### src/rtl/mips_multi_ctrl.sv
// Multicycle MIPS controller: decodes the IR opcode/funct fields into datapath controls.
// Adds a memory wait handshake, immediate ALU ops, bne/jal, a sticky illegal trap and an instret counter.
module mips_multi_ctrl #(
    parameter bit          MEM_HANDSHAKE = 1'b0,
    parameter int unsigned CNT_W         = 32
) (
    input  logic             clk,
    input  logic             reset,
    input  logic [5:0]       op,
    input  logic [5:0]       funct,
    input  logic             zero,
    input  logic             mem_ready,
    output logic             memreq,
    output logic             memwrite,
    output logic             irwrite,
    output logic             regwrite,
    output logic             pcen,
    output logic             iord,
    output logic             alusrca,
    output logic [1:0]       alusrcb,
    output logic             extop,
    output logic [1:0]       pcsrc,
    output logic [1:0]       regdst,
    output logic [1:0]       memtoreg,
    output logic [2:0]       alucontrol,
    output logic             illegal,
    output logic [CNT_W-1:0] instret
);

    localparam logic [5:0] OP_R    = 6'b000000;
    localparam logic [5:0] OP_LW   = 6'b100011;
    localparam logic [5:0] OP_SW   = 6'b101011;
    localparam logic [5:0] OP_BEQ  = 6'b000100;
    localparam logic [5:0] OP_BNE  = 6'b000101;
    localparam logic [5:0] OP_ADDI = 6'b001000;
    localparam logic [5:0] OP_ANDI = 6'b001100;
    localparam logic [5:0] OP_ORI  = 6'b001101;
    localparam logic [5:0] OP_SLTI = 6'b001010;
    localparam logic [5:0] OP_J    = 6'b000010;
    localparam logic [5:0] OP_JAL  = 6'b000011;

    localparam logic [2:0] ALU_ADD = 3'b010;
    localparam logic [2:0] ALU_SUB = 3'b110;
    localparam logic [2:0] ALU_AND = 3'b000;
    localparam logic [2:0] ALU_OR  = 3'b001;
    localparam logic [2:0] ALU_SLT = 3'b111;

    typedef enum logic [3:0] {
        S_FETCH, S_DECODE, S_MEMADR, S_MEMRD, S_MEMWB, S_MEMWR,
        S_RTYPEEX, S_RTYPEWB, S_BEQEX, S_BNEEX, S_IMMEX, S_IMMWB,
        S_JEX, S_JALEX, S_ILLEGAL
    } state_e;

    state_e           state_q, state_d, cur_state;
    logic [CNT_W-1:0] instret_q;
    logic             illegal_q;
    logic             rdy;
    logic             retire;
    logic             r_legal;
    logic [2:0]       r_alu;
    logic [2:0]       imm_alu;
    logic             imm_zext;

    assign rdy = MEM_HANDSHAKE ? mem_ready : 1'b1;

    always_comb begin
        r_legal = 1'b1;
        r_alu   = ALU_ADD;
        case (funct)
            6'b100000: r_alu = ALU_ADD;
            6'b100010: r_alu = ALU_SUB;
            6'b100100: r_alu = ALU_AND;
            6'b100101: r_alu = ALU_OR;
            6'b101010: r_alu = ALU_SLT;
            default:   r_legal = 1'b0;
        endcase
    end

    // Logical immediates are zero-extended; arithmetic and compare immediates are sign-extended.
    always_comb begin
        imm_alu  = ALU_ADD;
        imm_zext = 1'b0;
        case (op)
            OP_ANDI: begin imm_alu = ALU_AND; imm_zext = 1'b1; end
            OP_ORI:  begin imm_alu = ALU_OR;  imm_zext = 1'b1; end
            OP_SLTI: imm_alu = ALU_SLT;
            default: imm_alu = ALU_ADD;
        endcase
    end

    // While reset is high the outputs show the FETCH decode, with every write enable suppressed.
    assign cur_state = reset ? S_FETCH : state_q;

    always_comb begin
        // NOTE: every output gets a default before the case so no path leaves a latch behind.
        memreq     = 1'b0;
        memwrite   = 1'b0;
        irwrite    = 1'b0;
        regwrite   = 1'b0;
        pcen       = 1'b0;
        iord       = 1'b0;
        alusrca    = 1'b0;
        alusrcb    = 2'b00;
        extop      = 1'b0;
        pcsrc      = 2'b00;
        regdst     = 2'b00;
        memtoreg   = 2'b00;
        alucontrol = ALU_ADD;
        retire     = 1'b0;
        state_d    = state_q;

        case (cur_state)
            S_FETCH: begin
                memreq  = 1'b1;
                alusrcb = 2'b01;
                irwrite = rdy;
                pcen    = rdy;
                if (rdy) state_d = S_DECODE;
            end
            S_DECODE: begin
                alusrcb = 2'b11;
                case (op)
                    OP_LW, OP_SW: state_d = S_MEMADR;
                    OP_R:         state_d = r_legal ? S_RTYPEEX : S_ILLEGAL;
                    OP_BEQ:       state_d = S_BEQEX;
                    OP_BNE:       state_d = S_BNEEX;
                    OP_ADDI, OP_ANDI, OP_ORI, OP_SLTI: state_d = S_IMMEX;
                    OP_J:         state_d = S_JEX;
                    OP_JAL:       state_d = S_JALEX;
                    default:      state_d = S_ILLEGAL;
                endcase
            end
            S_MEMADR: begin
                alusrca = 1'b1;
                alusrcb = 2'b10;
                state_d = (op == OP_SW) ? S_MEMWR : S_MEMRD;
            end
            S_MEMRD: begin
                memreq = 1'b1;
                iord   = 1'b1;
                if (rdy) state_d = S_MEMWB;
            end
            S_MEMWB: begin
                regwrite = 1'b1;
                memtoreg = 2'b01;
                retire   = 1'b1;
                state_d  = S_FETCH;
            end
            S_MEMWR: begin
                memreq   = 1'b1;
                iord     = 1'b1;
                memwrite = 1'b1;
                if (rdy) begin
                    retire  = 1'b1;
                    state_d = S_FETCH;
                end
            end
            S_RTYPEEX: begin
                alusrca    = 1'b1;
                alucontrol = r_alu;
                state_d    = S_RTYPEWB;
            end
            S_RTYPEWB: begin
                regwrite = 1'b1;
                regdst   = 2'b01;
                retire   = 1'b1;
                state_d  = S_FETCH;
            end
            S_BEQEX, S_BNEEX: begin
                alusrca    = 1'b1;
                alucontrol = ALU_SUB;
                pcsrc      = 2'b01;
                pcen       = (cur_state == S_BEQEX) ? zero : ~zero;
                retire     = 1'b1;
                state_d    = S_FETCH;
            end
            S_IMMEX: begin
                alusrca    = 1'b1;
                alusrcb    = 2'b10;
                alucontrol = imm_alu;
                extop      = imm_zext;
                state_d    = S_IMMWB;
            end
            S_IMMWB: begin
                regwrite   = 1'b1;
                alucontrol = imm_alu;
                extop      = imm_zext;
                retire     = 1'b1;
                state_d    = S_FETCH;
            end
            S_JEX, S_JALEX: begin
                pcen  = 1'b1;
                pcsrc = 2'b10;
                if (cur_state == S_JALEX) begin
                    regwrite = 1'b1;
                    regdst   = 2'b10;
                    memtoreg = 2'b10;
                end
                retire  = 1'b1;
                state_d = S_FETCH;
            end
            S_ILLEGAL: state_d = S_ILLEGAL;
            default:   state_d = S_FETCH;
        endcase

        if (reset) begin
            memreq   = 1'b0;
            memwrite = 1'b0;
            irwrite  = 1'b0;
            regwrite = 1'b0;
            pcen     = 1'b0;
            retire   = 1'b0;
        end
    end

    // NOTE: state registers use non-blocking assignments so all flops update together on the edge.
    always_ff @(posedge clk) begin
        if (reset) begin
            state_q   <= S_FETCH;
            instret_q <= '0;
            illegal_q <= 1'b0;
        end else begin
            state_q <= state_d;
            if (retire) instret_q <= instret_q + CNT_W'(1);
            if (state_d == S_ILLEGAL) illegal_q <= 1'b1;
        end
    end

    assign illegal = illegal_q & ~reset;
    assign instret = instret_q;

endmodule

### config.mk
export PLATFORM = sky130hd
export DESIGN_NAME = mips_multi_ctrl
export DESIGN_NICKNAME = d
export VERILOG_FILES = /design/src/rtl/mips_multi_ctrl.sv
export SDC_FILE = /design/constraint.sdc
export NUM_CORES = 1
export LEC_CHECK = 0
export BUFFER_PORTS_ARGS = -buffer_cell sky130_fd_sc_hd__buf_2
export CAP_MARGIN = 30
export CORE_MARGIN = 10
export CORE_UTILIZATION = 41
export CTS_CLUSTER_DIAMETER = 150
export DETAILED_ROUTE_END_ITERATION = 10
export GPL_ROUTABILITY_DRIVEN = 0
export MAX_ROUTING_LAYER = met4
export PLACE_DENSITY = 0.69
export RECOVER_POWER = 50
export SLEW_MARGIN = 10
export SYNTH_ARGS = -nofsm -noshare
export SYNTH_HDL_FRONTEND = slang
export SYNTH_SLANG_ARGS = --single-unit
### constraint.sdc
create_clock -name clk -period 1.75 [get_ports clk]
set_input_delay 0 -clock clk [delete_from_list [all_inputs] [get_ports clk]]
set_output_delay 0 -clock clk [all_outputs]
set_load 0.01 [all_outputs]
# Yosys cells after proc, flatten, opt, wreduce, memory -nomap -nowiden
# Index checks and enable logic that the tools add are counted.
# classes
add_sub_neg	1
n_eq_ne	30
muxes	32
bitwise_logic	3
n_reduce_logical	16
# op_table
op	count
$pmux W4 S7	2
$eq A6 B6 Y1 const B	7
$add A32 B1 Y32 const B	1
$eq A4 B4 Y1 const B	8
$eq A6 B4 Y1 const B	4
$pmux W3 S3	2
$mux W1	17
$eq A4 B3 Y1 const B	4
$reduce_or A2 Y1	7
$eq A6 B2 Y1 const B	2
$eq A6 B3 Y1 const B	2
$pmux W2 S2	3
$pmux W3 S4	1
$reduce_or A5 Y1	2
$reduce_or A3 Y1	3
$eq A4 B2 Y1 const B	2
$mux W4	2
$reduce_or A8 Y1	1
$logic_not A6 Y1	1
$pmux W2 S3	1
$eq A4 B1 Y1 const B	1
$logic_not A4 Y1	1
$pmux W1 S2	2
$reduce_or A4 Y1	1
other kinds (4)	5
# word_totals
register_bits	37
input_bits	16
out_inout_bits	52
elab_cells	85

# Logic depth before layout (Yosys ltp)
# logic_depth
word_depth	7
depth_mapped	7
mapped_depth_nobuf	6

# Worst setup path after synthesis
# No wires, ideal clock.
# synth_path
path_kind	register -> register
start	register instret_q[8] (netlist: instret[8])
end	register instret_q[31] (netlist: instret[31])
setup_ns	0.070
arrival_ns	1.807
required_time_ns	1.680
path_slack_ns	-0.127
path_stages_with_launch	7
path_buffers	1
period_less_slack_ns	1.877
path_cell_list	dfxtp_1 -> nand4_4 -> nor4_4 -> nand3_2 -> buf_6 -> or3_1 -> a21oi_1
# synth_between
elab_chain_cells	1
# synth_rtl
item	line	source
start, declared	55	logic [CNT_W-1:0] instret_q;
start signal, assigned	224	if (retire) instret_q <= instret_q + CNT_W'(1);
$add A32 B1 Y32	224	
# No other way between the ends.
# A chain may end at the register's enable or synchronous reset.

# Worst setup path in the final report
# layout_path
start	register instret_q[13] (netlist: instret[13])
end	register instret_q[27] (netlist: instret[27])
# Same word-level chain as after synthesis.

==> Implementation_results.wiki <==
{| class="wikitable"
! Metric !! Value
|-
| Outcome || complete, no violations
|-
| Initial antenna violation count || 0
|-
| Clock Sink Count || 37
|-
| Commonest register cell after synthesis || dfxtp_1
|-
| Measured slew at the worst slew-check pin || between 0.4 and 0.5 ns
|-
| Total number of H-tree levels || 2
|-
| N_diodes || 0
|-
| Setup TNS after final layout || 0 ns
|-
| Worst Path Arrival || between 1.5 and 2 ns
|-
| Post-synth ARST share || 0
|-
| Number of distinct library cells after synthesis || 50
|-
| I/O pin count || 68
|-
| Total power of the final layout || between 2 and 3 mW
|-
| # placed instances || between 400 and 500
|-
| Commonest cells in the synthesized netlist || 46 x nor2_1, 37 x dfxtp_1, 22 x xor2_1, 21 x nand2_1, 16 x nand4_1
|-
| Clock period minus final worst setup slack || approximately 1.7 ns
|-
| Area overhead of the layout relative to synthesis || 38.3%
|-
| Class of the most critical setup path || register to register
|-
| Starting Density || 0.422
|-
| Buffer levels on the longest clock path || 2
|-
| Hold slack || roughly 0.084 ns
|-
| Leakage Power || between 1 and 1.5 nW
|-
| Clock root buffer || clkbuf_8
|-
| Ranking of synthesized cells by area || dfxtp_1 34%, xor2_1 8.9%, nor2_1 8.0%, nand4_1 4.6%, nand2_1 3.7%
|-
| Hold WC Path Type || input pin to register
|-
| Placement Setup Slack || between 0.02 and 0.025 ns
|-
| TritonRoute pass-1 iters || 4
|-
| Unrepaired setup endpoints after global routing || yes
|-
| Mapped Cells || approximately 270
|-
| Number of input and output port buffers inserted || between 60 and 70
|-
| Dominant cell by count in the synthesized netlist || nor2_1
|-
| DRC Markers || 0
|-
| WP data required || between 1.5 and 2 ns
|-
| Via count of the first global-routing pass || just over 2000
|-
| Average detailed-routed wire length per instance || roughly 14 um
|-
| Layout cells sized above 1 || 0.381
|-
| GRT overflow || 0
|-
| Number of hold violations in the final report || 0
|-
| Total of max-cap violations || 0
|-
| Ratio of final minimum period to clock period || 0.966
|-
| Die W || ~93 um
|-
| Post-synthesis sequential element count || 37
|-
| PnR worst setup slack || between 0.06 and 0.07 ns
|-
| Final nets || between 300 and 400
|-
| Residual antenna-violating net count after detailed routing || 0
|-
| Largest net degree at the start of global routing || 38
|-
| Final Slew Violations || 0
|-
| Final setup fails || 0
|-
| Synth Area per Inst || approximately 7.9 um2
|-
| Critical path endpoint category || register
|-
| Detailed router's first-iteration violation count || roughly 110
|-
| Placeable core region || approximately 5100 um2
|-
| Post-Syn Area || roughly 2200 um2
|-
| Non-filler instance count after layout || 432
|-
| Clock skew || between 0.006 and 0.007 ns
|-
| Half-perimeter wire length of the detailed placement result || approximately 4.5 mm
|-
| Via count || approximately 2200
|-
| Clock latency on the worst-skew pair || between 0.2 and 0.3 ns
|-
| Number of vias per cell || between 5 and 6
|-
| Maximum clock frequency || 0.592 GHz
|-
| Die Area || ~8600 um2
|-
| TritonCTS clock tree || done
|-
| TritonCTS buffer count || 5
|-
| Power Density || ~850 nW/um2
|-
| Overall track demand over capacity in global routing || 0.137
|-
| Worst relative slew slack || 0.674
|-
| Clock transition at the registers of the reported paths || roughly 0.07 ns
|-
| Row Count || 26
|-
| Total wirelength of the detailed-routed design || 6.02 mm
|-
| EDFF count, synth || 0
|-
| Filler cell count || around 500
|-
| Die height || just over 90 um
|-
| Total of warnings raised by yosys || 0
|-
| Syn_nets || around 290
|-
| Peak supply drop || between 0.4 and 0.5 mV
|-
| Maximum fanout along the worst path || 11
|-
| Post-synth top area cell || dfxtp_1
|-
| Top cell type's share of synthesized area || 0.344
|-
| Global-route wire length before repair || between 9 and 10 mm
|-
| Fraction of the yosys area taken by sequential cells || 0.344
|-
| Launching element type of the critical path || register
|}
## metrics by stage
stage               instance area (um2)  utilization
floorplan                          2180            -
global placement                   2730        0.534
detailed placement                 2730        0.534
CTS                                2850        0.558
global route                       2980        0.584
finish                             2980        0.584
## critical path, cell delays in order, from the launching register on
cell and delay, ns:
dfxtp_1 0.40, nand3_2 0.13, nor4_4 0.35, nand3_4 0.18, or4_1 0.42, a21oi_1 0.14
## cell families after synthesis
| group | share of synthesized area |
|---|---|
| simple gates | 0.335 |
| compound gates | 0.135 |
| flops | 0.344 |
| xor+xnor | 0.110 |
| buf+inv | 0.0522 |
| mux | 0.0139 |
| fa+ha+maj | 0.0104 |
## sequential cells by signal, summed over array words and instances (netlist names)
signal     flops
instret       32
state_q        4
illegal_q      1
## cell usage in the layout, fill, tap and decap left out, types with 2 or more instances in the layout
master and n:
a211oi_1 2, a21oi_1 8, a22o_1 2, a31o_2 2
and3_1 7, buf_2 65, buf_4 31, buf_6 2
clkbuf_1 3, clkbuf_8 6, dfxtp_1 28, dfxtp_2 8
inv_1 8, mux2i_1 3, nand2_1 19, nand2_2 2
nand2b_1 2, nand3_1 9, nand3_2 2, nand3b_1 2
nand4_1 16, nor2_1 44, nor2b_1 3, nor3_1 4
nor3b_1 3, nor4_1 2, nor4_4 3, nor4b_1 3
o21ai_0 10, o31ai_1 2, o41ai_1 2, or2_2 3
or3_1 3, xnor2_1 5, xor2_1 22
## per-layer routing
| metal | track usage | part of all wire |
|---|---|---|
| met2 | 0.206 | 0.48 |
| met1 | 0.174 | 0.46 |
| met3 | 0.0323 | 0.042 |
| met4 | 0.0488 | 0.013 |
| met5 | - | 0 |
## what timing repair did
item                       CTS  global route
gates resized for setup      6            26
pin swaps                    2             7
cloned                       0             1
hold buffers                 0             0
buffers inserted             1             3
setup endpoints to repair    4            21
## report_power, final
part,internal (mW),switching [mW]
combinational,0.422,0.533
clock,0.312,0.284
sequential,0.903,0.0711
total,1.64,0.889
## worst paths after layout
kind,start,end,slack [ns],depth (start not counted)
worst max-delay path,instret[13]$_SDFFE_PP0P_,instret[27]$_SDFFE_PP0P_,0.06,5
worst min-delay path,op[3],state_q[1]$_SDFF_PP0_,0.08,3
worst max register to register,instret[13]$_SDFFE_PP0P_,instret[27]$_SDFFE_PP0P_,0.06,5
worst min register to register,instret[31]$_SDFFE_PP0P_,instret[31]$_SDFFE_PP0P_,0.50,2
## area by class of cell
type                    instances  area [um2]  share of cell area
clock buffers                   7        86.3              0.0290
repair buffers                100         588               0.197
flip-flops and latches         37         754               0.253
multi-input cells             209        1430               0.480
well taps                      70        87.6              0.0294
inverters                       9        33.8              0.0113
No activity file was read; power rests on OpenSTA's default activity.
